[config.mk]
export PLATFORM = sky130hd
export DESIGN_NAME = uart_tx_fifo
export DESIGN_NICKNAME = d
export VERILOG_FILES = /design/src/rtl/uart_pkg.sv /design/src/rtl/sync_byte_fifo.sv /design/src/rtl/uart_tx_fifo.sv
export SDC_FILE = /design/constraint.sdc
export NUM_CORES = 1
export LEC_CHECK = 0
export ABC_AREA = 1
export ABC_CLOCK_PERIOD_IN_PS = 2050
export BUFFER_PORTS_ARGS = -buffer_cell sky130_fd_sc_hd__clkbuf_2
export CAP_MARGIN = 20
export CORE_MARGIN = 2
export CORE_UTILIZATION = 28
export CTS_BUF_LIST = sky130_fd_sc_hd__clkbuf_2
export CTS_CLUSTER_SIZE = 24
export DETAILED_ROUTE_END_ITERATION = 10
export PLACE_DENSITY = 0.48
export SYNTH_ARGS = -nofsm -noshare
export SYNTH_HDL_FRONTEND = slang
export SYNTH_SLANG_ARGS = --single-unit
[constraint.sdc]
create_clock -name clk_100mhz -period 2.05 [get_ports clk_100mhz]
set_input_delay 0.1025 -clock clk_100mhz [delete_from_list [all_inputs] [get_ports clk_100mhz]]
set_output_delay 0.1025 -clock clk_100mhz [all_outputs]
set_load 0.05 [all_outputs]
[src/rtl/uart_pkg.sv]
// Shared UART definitions for the transmit and receive paths.
package uart_pkg;
  localparam int UART_DATA_BITS = 8;

  typedef enum logic [1:0] {
    IDLE,
    START,
    DATA,
    STOP
  } tx_state_t;
endpackage

[src/rtl/sync_byte_fifo.sv]
// Single-clock byte FIFO with first-word-fall-through read data and occupancy count.
module sync_byte_fifo
  import uart_pkg::*;
#(
  parameter int DEPTH = 16
) (
  input  logic                      clk,
  input  logic                      rst_n,
  input  logic                      push,
  input  logic [UART_DATA_BITS-1:0] wr_data,
  input  logic                      pop,
  output logic [UART_DATA_BITS-1:0] rd_data,
  output logic                      full,
  output logic                      empty,
  output logic [$clog2(DEPTH):0]    count
);
  localparam int AW = $clog2(DEPTH);

  logic [UART_DATA_BITS-1:0] mem [DEPTH];
  logic [AW-1:0]             wr_ptr_q, wr_ptr_d;
  logic [AW-1:0]             rd_ptr_q, rd_ptr_d;
  logic [AW:0]               count_q, count_d;
  logic                      do_push, do_pop;

  // DEPTH is a power of two and count never exceeds it, so the MSB alone marks full.
  assign full    = count_q[AW];
  assign empty   = (count_q == '0);
  assign count   = count_q;
  assign rd_data = mem[rd_ptr_q];

  always_comb begin
    do_push  = push && !full;
    do_pop   = pop && !empty;
    wr_ptr_d = wr_ptr_q;
    rd_ptr_d = rd_ptr_q;
    count_d  = count_q;
    if (do_push) wr_ptr_d = wr_ptr_q + 1'b1;
    if (do_pop)  rd_ptr_d = rd_ptr_q + 1'b1;
    case ({do_push, do_pop})
      2'b10:   count_d = count_q + 1'b1;
      2'b01:   count_d = count_q - 1'b1;
      default: count_d = count_q;
    endcase
  end

  always_ff @(posedge clk) begin
    if (do_push) mem[wr_ptr_q] <= wr_data;
  end

  always_ff @(posedge clk or negedge rst_n) begin
    if (!rst_n) begin
      wr_ptr_q <= '0;
      rd_ptr_q <= '0;
      count_q  <= '0;
    end else begin
      wr_ptr_q <= wr_ptr_d;
      rd_ptr_q <= rd_ptr_d;
      count_q  <= count_d;
    end
  end
endmodule

[src/rtl/uart_tx_fifo.sv]
// Buffered 8N1 UART transmitter: byte FIFO feeding a serialiser that sends
// queued frames back-to-back, LSB first.
module uart_tx_fifo
  import uart_pkg::*;
#(
  parameter int CLKS_PER_BIT = 868,
  parameter int FIFO_DEPTH   = 16,
  parameter int STOP_BITS    = 1
) (
  input  logic                          clk_100mhz,
  input  logic                          sys_rst_n,
  input  logic [7:0]                    tx_data,
  input  logic                          tx_valid,
  output logic                          tx_ready,
  output logic                          uart_txd,
  output logic                          busy,
  output logic [$clog2(FIFO_DEPTH):0]   fifo_count
);
  localparam int            CW        = (CLKS_PER_BIT > 1) ? $clog2(CLKS_PER_BIT) : 1;
  localparam int            NW        = $clog2(FIFO_DEPTH) + 1;
  localparam logic [CW-1:0] TMR_LAST  = CW'(CLKS_PER_BIT - 1);
  localparam logic [2:0]    BIT_LAST  = 3'(UART_DATA_BITS - 1);
  localparam logic          STOP_LAST = (STOP_BITS == 2);

  tx_state_t                 state_q, state_d;
  logic [CW-1:0]             timer_q, timer_d;
  logic [2:0]                bit_idx_q, bit_idx_d;
  logic                      stop_idx_q, stop_idx_d;
  logic [UART_DATA_BITS-1:0] shift_q, shift_d;
  logic                      txd_q, txd_d;
  logic                      busy_q, busy_d;
  logic                      tx_ready_q, tx_ready_d;

  logic [UART_DATA_BITS-1:0] fifo_rd_data;
  logic                      fifo_full, fifo_empty;
  logic [NW-1:0]             fifo_cnt, cnt_next;
  logic                      push, pop, bit_end;

  assign push    = tx_valid && tx_ready_q && !fifo_full;
  assign bit_end = (timer_q == TMR_LAST);

  sync_byte_fifo #(
    .DEPTH (FIFO_DEPTH)
  ) u_fifo (
    .clk     (clk_100mhz),
    .rst_n   (sys_rst_n),
    .push    (push),
    .wr_data (tx_data),
    .pop     (pop),
    .rd_data (fifo_rd_data),
    .full    (fifo_full),
    .empty   (fifo_empty),
    .count   (fifo_cnt)
  );

  always_comb begin
    state_d    = state_q;
    timer_d    = timer_q;
    bit_idx_d  = bit_idx_q;
    stop_idx_d = stop_idx_q;
    shift_d    = shift_q;
    txd_d      = txd_q;
    pop        = 1'b0;

    case (state_q)
      IDLE: begin
        txd_d = 1'b1;
        if (!fifo_empty) begin
          pop     = 1'b1;
          shift_d = fifo_rd_data;
          timer_d = '0;
          txd_d   = 1'b0;
          state_d = START;
        end
      end
      START: begin
        if (bit_end) begin
          timer_d   = '0;
          bit_idx_d = '0;
          txd_d     = shift_q[0];
          state_d   = DATA;
        end else begin
          timer_d = timer_q + 1'b1;
        end
      end
      DATA: begin
        if (bit_end) begin
          timer_d = '0;
          if (bit_idx_q == BIT_LAST) begin
            stop_idx_d = 1'b0;
            txd_d      = 1'b1;
            state_d    = STOP;
          end else begin
            bit_idx_d = bit_idx_q + 1'b1;
            shift_d   = shift_q >> 1;
            txd_d     = shift_q[1];
          end
        end else begin
          timer_d = timer_q + 1'b1;
        end
      end
      STOP: begin
        if (bit_end) begin
          timer_d = '0;
          if (stop_idx_q == STOP_LAST) begin
            // Chain straight into the next start bit when more data is queued.
            if (!fifo_empty) begin
              pop     = 1'b1;
              shift_d = fifo_rd_data;
              txd_d   = 1'b0;
              state_d = START;
            end else begin
              txd_d   = 1'b1;
              state_d = IDLE;
            end
          end else begin
            stop_idx_d = stop_idx_q + 1'b1;
          end
        end else begin
          timer_d = timer_q + 1'b1;
        end
      end
      default: begin
        txd_d   = 1'b1;
        state_d = IDLE;
      end
    endcase

    // Occupancy after this edge drives the registered ready and busy flags.
    case ({push, pop && !fifo_empty})
      2'b10:   cnt_next = fifo_cnt + 1'b1;
      2'b01:   cnt_next = fifo_cnt - 1'b1;
      default: cnt_next = fifo_cnt;
    endcase
    tx_ready_d = !cnt_next[NW-1];
    busy_d     = (state_d != IDLE) || (cnt_next != '0);
  end

  always_ff @(posedge clk_100mhz or negedge sys_rst_n) begin
    if (!sys_rst_n) begin
      state_q    <= IDLE;
      timer_q    <= '0;
      bit_idx_q  <= '0;
      stop_idx_q <= 1'b0;
      shift_q    <= '0;
      txd_q      <= 1'b1;
      busy_q     <= 1'b0;
      tx_ready_q <= 1'b0;
    end else begin
      state_q    <= state_d;
      timer_q    <= timer_d;
      bit_idx_q  <= bit_idx_d;
      stop_idx_q <= stop_idx_d;
      shift_q    <= shift_d;
      txd_q      <= txd_d;
      busy_q     <= busy_d;
      tx_ready_q <= tx_ready_d;
    end
  end

  assign uart_txd   = txd_q;
  assign busy       = busy_q;
  assign tx_ready   = tx_ready_q;
  assign fifo_count = fifo_cnt;
endmodule

==> reports/metrics.cfg, run 1 <==
[synthesis]
post_synthesis_compound_gate_area_fraction_pct = 9.47
syn_area_per_cell_um2 = 10.4
synthXorXnorAreaFrac_pct = 1.15
ys_ff_latch = 167
synthesized_instance_count = 735
syn_area_um2 = 7640
yosys_warnings = 0
synth.largest_area_cell = sky130_fd_sc_hd__edfxtp_1
ys_types = 37
synth.mux.area_fraction_pct = 0
yosys_top_cell_area_share_pct = 50.3
ys_top_cells_by_area = sky130_fd_sc_hd__edfxtp_1 (50%), sky130_fd_sc_hd__dfrtp_1 (12%), sky130_fd_sc_hd__nand2_1 (7.2%), sky130_fd_sc_hd__inv_1 (5.1%), sky130_fd_sc_hd__nand3_1 (5.0%)
synth_top_family_by_area = simple AND/OR/NAND/NOR gates
synth_adder_area_share_pct = 2.95
net_count_after_synthesis = 764
synth.yosys.seq_area_share_pct = 63.1
post_synth_and_or_nand_nor_area_fraction_pct = 16.2

[critical_path]
worst-setup-path-type = reg -> reg
end_kind = register
critical-path-slowest-cell = sky130_fd_sc_hd__dfrtp_1
r2r_end = busy
cp.arrival_ps = 2670
crit_start = timer_q[1]
critical_path.max_stage_delay_ps = 460
critPathCapture = busy
worst_ep_required_time_ps = 2730
ff_to_ff_setup_slack_ps = 60
cp_cell_sequence = ha_2 > nand2_2 > nor2_4 > nand4_1 > nand2_2 > nand2_4 > inv_4 > ha_4 > or2_4 > nor2_2 > nand2_1 > nand2_1 > nand2_1 > nand2_1 > nand2_1 > inv_1 > nand3_1
crit_path_start_kind = register
r2r-start = timer_q[1]
timing.critical_path.mode_cell = sky130_fd_sc_hd__nand2_1
reg2regPathDepth = 17
timing.critical_path.fanout_max = 3

[sta]
hold_viol = 0
post-route-worst-setup-slack_ps = 59.6
rsz_0062_raised_after_global_routing = yes
setup_viol = 0
period_share_pct = 97.1
max_slew.worst_pin.slew_ps = 598
fmaxAchievable_mhz = 502
whs_ps = 348
finalClockSkew_ps = 54.4
finalMaxSlewViolations = 0
final.min_clock_period_ps = 1990
worst_slew_margin_rel_pct = 59.9

[placement]
finalWeightedCongestion = 0.831
dp_worst_setup_slack_ps = 27.8
buffers_on_ports = 18
detailedPlacementHpwl_mm = 11.5

[drt]
antenna_violating_nets_post_route = 0
routedWlPerCell_um = 14.9
detailedRoute.firstIterationViolations = 248
detail_route.drc_violations = 0
finalWirelength_mm = 17.3
num_vias = 5128
via_per_inst = 4.43
drt_first_pass_iters = 4

[pwr]
p_switching_mw = 1.31
finalPower_mw = 5.45
cellInternalPower_mw = 4.14
leakagePower_nw = 3.70
power.share.switching_pct = 24.1
seq_power_share_pct = 66.9
combPwrFrac_pct = 1.6
powerDensity_nw_per_um2 = 614
ir_drop_uv = 315
share_clk_of_total_power_pct = 31.5

[clocking]
tritoncts = done
cts.root.buffer_cell = sky130_fd_sc_hd__clkbuf_2
cts.path.max_buffers = 2
clock_latency_ps = 750
clock_tree.htree_level_count = 4
clk_pin_slew_worst_setup_hold_paths_ps = 290
cts_num_sinks = 167
tritoncts.num_buffers = 17

[flow_run]
drv_cap = 0

[die]
chipHeight_um = 169
die_w_um = 169
placeableCoreArea_um2 = 26900
floorplan.rows = 60
floorplan.die_area_um2 = 28600
ioPinCount = 19
start_util_pct = 28.4

[finish]
relative_area_change_from_synthesis_to_final_layout_pct = 16.3
final_layout_size_suffix_gt1_share_pct = 17.0
final_core_util_pct = 33.1
most_common_cell_after_layout_fill_and_taps_aside = sky130_fd_sc_hd__nand2_1
nets = 834
mostFrequentLayoutCells = sky130_fd_sc_hd__nand2_1 (143), sky130_fd_sc_hd__edfxtp_1 (128), sky130_fd_sc_hd__inv_1 (98), sky130_fd_sc_hd__nand3_1 (75), sky130_fd_sc_hd__buf_4 (47)

[grt]
maximum_number_of_pins_on_one_net_before_global_route_repair = 58
global_route_wire_length_before_repair_mm = 27.7
grt_antenna_before_repair = 1
first_global_vias = 5026
globalRoute.totalOverflow = 0
grt.total_usage_pct = 12.8

[run_status]
status = finished clean

[min_path]
hold_path.class = in -> reg

==> registers in the layout (all words and copies together), names as in the netlist, 2 cells and up <==
name / count
u_fifo.rd_ptr_q: 4
timer_q: 10
bit_idx_q: 3
shift_q: 8
u_fifo.wr_ptr_q: 4
u_fifo.mem: 128
state_q: 2
u_fifo.count: 5
==> layout make-up <==
class,instances,area [um^2]
Timing Repair Buffer,81,653
Clock inverter,13,134
Antenna cell,1,2.50
Multi-Input combinational cell,430,2340
Fill cell,2731,18000
Clock buffer,17,85.1
Sequential cell,167,4830
Inverter,108,408
Tap cell,341,427
==> cell usage after synthesis (all sizes together) <==
cell    instances
nand4           7
xnor2           4
a21oi          30
nand2         149
nor3            1
xor2            6
a22oi           1
o22ai           4
o211ai         39
a211oi          1
o21ai          43
o31ai           1
buf            17
dfrtp          38
inv           105
nor2           45
nand3b          1
o21bai          1
clkinv          3
edfxtp        128
clkbuf         13
nand3          77
dfstp           1
or2             1
a31oi           1
ha             18
==> worst min-delay path by stage <==
| stage | startpoint | end | slack, ps | depth (start not counted) |
|---|---|---|---|---|
| final | tx_data[1] | u_fifo.mem[7][1] | 350 | 2 |
| after global routing | tx_valid | u_fifo.wr_ptr_q[0] | 270 | 5 |
| after CTS | tx_valid | u_fifo.wr_ptr_q[0] | 270 | 5 |
| after detailed placement | sys_rst_n | timer_q[5] | 220 | 1 |
| after global placement | sys_rst_n | timer_q[2] | 220 | 1 |
| after floorplan | sys_rst_n | bit_idx_q[0] | -190 | 0 |
==> power groups by stage <==
stage	clock, mW	combinational (mW)	sequential [mW]
final	1.71	0.0883	3.65
after global routing	1.91	0.100	3.65
after CTS	1.79	0.0923	3.65
after detailed placement	0	0.0708	3.72
after global placement	0	0.0710	3.72
after floorplan	0	0.00000209	3.72
==> critical path: cells and delay by family, from the launching register on <==
kind | cells | cell delay (ps)
AND/OR/NAND/NOR | 13 | 1020
adder cells (fa/ha/maj) | 2 | 350
buffers and inverters | 2 | 90
flip-flops | 1 | 460
==> metrics by stage <==
stage	cells	area (um^2)	TNS, ps
final	1158	8880	0
after global routing	1158	8880	-204
after CTS	1154	8830	0
after detailed placement	1112	8470	0
after global placement	1112	8470	0
after floorplan	735	7680	-17.1
==> cells by family (layout without fill, tap and decap cells) <==
group | Yosys count | in the layout
buf+inv | 138 | 219
flops | 167 | 167
simple gates | 281 | 281
other cells | 0 | 1
compound gates | 121 | 121
xor+xnor | 10 | 10
fa+ha+maj | 18 | 18
==> per-layer routing <==
layer | track usage (%) | part of all wire (%) | vias to the layer above
li1 | - | - | 2630
met1 | 17.4 | 49 | 2430
met2 | 21.0 | 47 | 56
met3 | 2.31 | 2.1 | 12
met4 | 3.57 | 1.0 | 0
met5 | 0 | 0 | -
==> repair_timing <==
| action | in CTS | in global routing |
|---|---|---|
| buffers inserted | 0 | 3 |
| pin swaps | 0 | 6 |
| endpoints found under the setup margin | 2 | 5 |
| hold buffers | 12 | 0 |
| resized for setup | 2 | 9 |
| hold endpoints to repair | 176 | 0 |
(Power assumes the default switching activity.)
==> run 2: changes to the inputs <==
ABC_CLOCK_PERIOD_IN_PS = 2000   (was 2050)
PLACE_DENSITY = 0.47   (was 0.48)
clock period = 2 ns   (was 2.05 ns; I/O delays follow)
==> run 2 against run 1 <==
The run now ends with setup timing left. Sequential power grew 2%. Final area is 1.4% higher. Sequential share of layout area is 0.73 points lower. Flip-flop and latch count stayed put. Non-clock buffer count increased by 9. Count of clock-buffer cells in the layout is the same. Wire length shrank 2.0%. Hold slack lost 31 ps. Final cell count increased by 0.95%. Critical path type unchanged. Largest power group unchanged.
==> reports/metrics.cfg, run 2 (synthesis results as in run 1) <==
[finish]
largest-register = u_fifo.mem
nFillCells = 2719
mostFrequentLayoutCells = sky130_fd_sc_hd__nand2_1 (143), sky130_fd_sc_hd__edfxtp_1 (128), sky130_fd_sc_hd__inv_1 (98), sky130_fd_sc_hd__nand3_1 (75), sky130_fd_sc_hd__buf_4 (54)
relative_area_change_from_synthesis_to_final_layout_pct = 17.9
largest_register_ffs = 128
largest_registers = u_fifo.mem (128), timer_q (10), shift_q (8)
final_layout_size_suffix_gt1_share_pct = 18.1
most_common_cell_after_layout_fill_and_taps_aside = sky130_fd_sc_hd__nand2_1
nets = 843

[run_status]
failed_checks = setup timing
status = finished, violations left

[critical_path]
critical-path-slowest-cell = sky130_fd_sc_hd__dfrtp_1
timing.critical_path.fanout_max = 3
worst-setup-path-type = reg -> reg
worst_ep_required_time_ps = 2630
timing.critical_path.mode_cell = sky130_fd_sc_hd__nand2_1
critPathTopFamily = simple AND/OR/NAND/NOR gates
end_kind = register
cp.arrival_ps = 2670
path_buf_inv = 2
crit_path_start_kind = register
critical_path.max_stage_delay_ps = 460
cp_cell_sequence = ha_2 > nand2_2 > nor2_4 > nand4_1 > nand2_1 > nand2_2 > inv_4 > ha_4 > or2_4 > nor2_2 > nand2_1 > nand2_1 > nand2_1 > nand2_1 > nand2_1 > inv_1 > nand3_1

[grt]
grt.total_usage_pct = 12.6
grt_util_met1_pct = 16.4
global_route_wire_length_before_repair_mm = 27.8
globalRoute.totalOverflow = 0
grt_antenna_before_repair = 1
first_global_vias = 5137
highest_utilization_routing_layer_at_the_global_route_stage = met2
maximum_number_of_pins_on_one_net_before_global_route_repair = 53
global_route.usage.met2_pct = 21.4
gr-usage-met3_pct = 2.43

[placement]
finalWeightedCongestion = 0.774
dp_worst_setup_slack_ps = 6.08
detailedPlacementHpwl_mm = 11.5
buffers_on_ports = 18

[sta]
final.min_clock_period_ps = 2050
whs_ps = 317
finalMaxSlewViolations = 0
finalClockSkew_ps = 54.9
hold_viol = 0
period_share_pct = 102
worst_slew_margin_rel_pct = 62.2
setup_viol = 1
rsz_0062_raised_after_global_routing = yes
max_slew.worst_pin.slew_ps = 565
fmaxAchievable_mhz = 488
post-route-worst-setup-slack_ps = -47.1

[drt]
detailedRoute.firstIterationViolations = 241
num_vias = 5184
routedWlPerCell_um = 14.5
via_per_inst = 4.43
finalWirelength_mm = 17.0
detail_route.drc_violations = 0
drt_first_pass_iters = 4
antenna_violating_nets_post_route = 0

[clocking]
clk_pin_slew_worst_setup_hold_paths_ps = 330
tritoncts = done
clock_tree.htree_level_count = 4
cts_num_sinks = 167
cts.root.buffer_cell = sky130_fd_sc_hd__clkbuf_2
tritoncts.num_buffers = 17
cts.path.max_buffers = 2
clock_latency_ps = 760

[die]
start_util_pct = 28.4
floorplan.rows = 60
floorplan.die_area_um2 = 28600
die_w_um = 169
placeableCoreArea_um2 = 26900
chipHeight_um = 169
ioPinCount = 19

[pwr]
powerDensity_nw_per_um2 = 643
ir_drop_uv = 413
leakagePower_nw = 3.75
finalPower_mw = 5.79

[min_path]
hold_path.class = in -> reg

[flow_run]
drv_cap = 0

-- run 2: cell count changes in the layout (fill, tap and decap cells not counted), moves of 2 or more --
| cell | previous run | this run |
|---|---|---|
| sky130_fd_sc_hd__clkinvlp_4 | 3 | 0 |
| sky130_fd_sc_hd__buf_4 | 47 | 54 |
| sky130_fd_sc_hd__clkinv_8 | 0 | 4 |
| sky130_fd_sc_hd__inv_8 | 1 | 4 |
| sky130_fd_sc_hd__buf_6 | 0 | 2 |
-- run 2: cell type report --
cell class / count / area (um^2) / area share [%]
well taps: 341 / 427 / 4.74
clock buffers: 17 / 85.1 / 0.945
flip-flops and latches: 167 / 4830 / 53.7
multi-input cells: 430 / 2340 / 26.0
clock inverters: 15 / 193 / 2.14
repair buffers: 90 / 718 / 7.98
inverters: 108 / 408 / 4.53
diodes: 1 / 2.50 / 0.0278
-- run 2: where the power goes --
part | leakage (nW) | internal (mW) | switching, mW | total (mW)
Combinational | 1.98 | 0.0247 | 0.0598 | 0.0845
Sequential | 1.60 | 3.74 | 0 | 3.74
Clock | 0.164 | 0.557 | 1.41 | 1.96
Total | 3.75 | 4.32 | 1.47 | 5.79
-- run 2: path summary, 6_finish.rpt --
path                                       to  slack (ps)  cells past startpoint        from
setup / recovery                         busy         -50                     17  timer_q[1]
hold / removal               u_fifo.mem[1][0]         320                      2  tx_data[0]
setup reg to reg                         busy         -50                     17  timer_q[1]
hold reg to reg                      uart_txd         510                      2    uart_txd
max in group asynchronous            uart_txd         390                      5   sys_rst_n
min in group asynchronous  u_fifo.wr_ptr_q[1]         400                      4   sys_rst_n
-- run 2: timing repair --
action                                  4_1_cts  5_1_grt
pin swaps                                     1       10
hold buffers                                 12        0
endpoints found under the setup margin        4        6
endpoints found under the hold margin       175        0
buffers inserted                              1        2
gates resized for setup                       3        9
-- run 2: layer usage --
metal,up-vias,share of wire [%]
met4,0,1.3
met1,2470,47
met5,-,0
met2,46,49
met3,11,2.2
li1,2657,-
-- run 2: through the flow --
step,instance area (um^2),utilization (%),TNS (ps),instances
4_1_cts,8960,33.3,-46.3,1166
6_report,9000,33.5,-47.1,1169
5_1_grt,9000,33.5,-449,1169
2_1_floorplan,7680,-,-67.1,735
3_3_place_gp,8540,31.8,0,1121
3_5_place_dp,8540,31.8,0,1121
==> run 3: changes to the inputs <==
CORE_MARGIN = 8   (was 2)
==> run 3 against run 2 <==
The flow still finishes with violations (setup timing). Final cell count up 0.60%. Maximum frequency is 1.7% higher. Wire length is 0.81% higher. Non-clock buffer count up 6. Register-to-register slack better by 30 ps. Global-route usage shrank 1.9 points. First-iteration DRC count is 48% higher. Final area rose by 0.42%. Count of clock-buffer cells in the layout is the same.
==> reports/metrics.cfg, run 3 (synthesis results as in run 1) <==
[sta]
hold_viol = 0
setup_viol = 1
tns_ps = -13.2
max_slew.worst_pin.slew_ps = 693
period_share_pct = 101
post-route-worst-setup-slack_ps = -13.2
fmaxAchievable_mhz = 497
finalMaxSlewViolations = 0
final.min_clock_period_ps = 2010
worst_slew_margin_rel_pct = 53.6
rsz_0062_raised_after_global_routing = yes
finalClockSkew_ps = 55.7

[placement]
buffers_on_ports = 18
detailedPlacementHpwl_mm = 11.4
place_area_um2 = 8530
finalWeightedCongestion = 0.778
cells_after_dpl = 1120

[critical_path]
timing.critical_path.mode_cell = sky130_fd_sc_hd__nand2_1
r2r_end = busy
crit_path_start_kind = register
worst-setup-path-type = reg -> reg
critical_path.max_stage_delay_ps = 490
timing.critical_path.fanout_max = 3
ff_to_ff_setup_slack_ps = -10
critical-path-slowest-cell = sky130_fd_sc_hd__dfrtp_1
end_kind = register
r2r-start = timer_q[0]
cp_cell_sequence = ha_4 > nand2_4 > nor2_4 > nand4_1 > nand2_2 > nand2_4 > inv_4 > ha_4 > or2_4 > nor2_1 > nand2_1 > nand2_1 > nand2_1 > nand2_1 > nand2_1 > inv_1 > nand3_1
cp.arrival_ps = 2650
reg2regPathDepth = 17
worst_ep_required_time_ps = 2640

[clocking]
clk_pin_slew_worst_setup_hold_paths_ps = 320
cts.root.buffer_cell = sky130_fd_sc_hd__clkbuf_2
clock_tree.htree_level_count = 4
clock_latency_ps = 760
tritoncts.num_buffers = 17
cts_num_sinks = 167
tritoncts = done
cts.path.max_buffers = 2

[pwr]
share_clk_of_total_power_pct = 32.6
ir_drop_uv = 310
cellInternalPower_mw = 4.20
powerDensity_nw_per_um2 = 627
seq_power_share_pct = 65.9
p_switching_mw = 1.47
finalPower_mw = 5.67
combPwrFrac_pct = 1.5
power.share.switching_pct = 26.0
leakagePower_nw = 3.79

[grt]
grt_antenna_before_repair = 2
first_global_vias = 5113
grt.total_usage_pct = 10.8
globalRoute.totalOverflow = 0
global_route_wire_length_before_repair_mm = 27.8
maximum_number_of_pins_on_one_net_before_global_route_repair = 52

[die]
start_util_pct = 28.4
die_w_um = 181
ioPinCount = 19
floorplan.rows = 60
placeableCoreArea_um2 = 26900
floorplan.die_area_um2 = 32800
chipHeight_um = 181

[finish]
most_common_cell_after_layout_fill_and_taps_aside = sky130_fd_sc_hd__nand2_1
nets = 849
relative_area_change_from_synthesis_to_final_layout_pct = 18.4
final_cell_count_no_fill = 1176
final_layout_size_suffix_gt1_share_pct = 18.6
stdcell_area_um2 = 9040
largest_register_ffs = 128
mostFrequentLayoutCells = sky130_fd_sc_hd__nand2_1 (141), sky130_fd_sc_hd__edfxtp_1 (128), sky130_fd_sc_hd__inv_1 (98), sky130_fd_sc_hd__nand3_1 (75), sky130_fd_sc_hd__buf_4 (62)
largest_registers = u_fifo.mem (128), timer_q (10), shift_q (8)
largest-register = u_fifo.mem
nFillCells = 2730

[min_path]
worst_case_hold_path_end_point = u_fifo.mem[7][3]
hold_path.class = in -> reg
min-delay-start = tx_data[3]
timing.hold.worst_path_depth = 2

[flow_run]
drv_cap = 0

[drt]
num_vias = 5171
drt_first_pass_iters = 4
routedWlPerCell_um = 14.5
via_per_inst = 4.40
finalWirelength_mm = 17.1
antenna_violating_nets_post_route = 0
detailedRoute.firstIterationViolations = 357
detail_route.drc_violations = 0

[run_status]
status = finished, violations left
failed_checks = setup timing

-- run 3: changes by cell type in the layout (fill, tap and decap cells not counted), moves of 2 or more --
cell,previous run,this run
sky130_fd_sc_hd__buf_4,54,62
sky130_fd_sc_hd__inv_6,6,2
sky130_fd_sc_hd__buf_6,2,0
sky130_fd_sc_hd__clkinv_4,0,2
sky130_fd_sc_hd__ha_2,2,0
sky130_fd_sc_hd__inv_8,4,6
sky130_fd_sc_hd__nand2_1,143,141
sky130_fd_sc_hd__nand2_4,0,2
sky130_fd_sc_hd__nor2_1,35,37
sky130_fd_sc_hd__nor2_2,8,6
-- run 3: worst max path at each step --
stage,start,endpoint,cells after the start
after floorplan,u_fifo.count[2],busy,17
after global placement,timer_q[0],busy,17
after detailed placement,timer_q[0],busy,17
after CTS,timer_q[1],busy,17
after global routing,timer_q[0],busy,17
final,timer_q[0],busy,17
-- run 3: worst max-delay path: cells and delay by family, from the launching register on --
kind / cells / cell delay, ps
buffers and inverters: 2 / 90
adders and majority gates: 2 / 320
and+or+nand+nor: 13 / 970
DFF: 1 / 490
-- run 3: power by group through the flow --
stage	registers, mW	logic [mW]	clock network, mW
after floorplan	3.81	0.00000210	0
after global placement	3.81	0.0687	0
after detailed placement	3.81	0.0689	0
after CTS	3.74	0.0881	1.94
after global routing	3.74	0.0963	2.08
final	3.74	0.0839	1.85
-- run 3: timing repair --
item / 4_1_cts / 5_1_grt
hold buffers: 12 / 0
pin swaps: 5 / 5
endpoints found under the hold margin: 175 / 0
gates resized for setup: 3 / 9
endpoints found under the setup margin: 4 / 10
setup buffers: 7 / 3
gates cloned: 0 / 0
-- run 3: area by class of cell --
type / instances / area [um^2] / area share (%)
diodes: 2 / 5.00 / 0.0554
multi-input cells: 430 / 2360 / 26.1
repair buffers: 96 / 756 / 8.36
flip-flops and latches: 167 / 4830 / 53.4
clock buffers: 17 / 85.1 / 0.941
clock inverters: 15 / 173 / 1.91
inverters: 108 / 408 / 4.51
well taps: 341 / 427 / 4.72
-- run 3: stage by stage --
step | utilization, % | worst slack, ps | hold slack (ps)
2_1_floorplan | - | -67.1 | -196
3_3_place_gp | 31.7 | 4.29 | 61.4
3_5_place_dp | 31.7 | -17.7 | 63.1
4_1_cts | 33.4 | -25.5 | 213
5_1_grt | 33.6 | -181 | 219
6_report | 33.6 | -13.2 | 298
-- run 3: routing by layer --
layer | part of all wire, % | up-vias | GRT usage (%)
met4 | 0.98 | 2 | 2.98
met2 | 49 | 47 | 18.0
met5 | 0.076 | - | 0
met3 | 2.8 | 11 | 2.35
met1 | 47 | 2442 | 13.8
li1 | - | 2669 | -
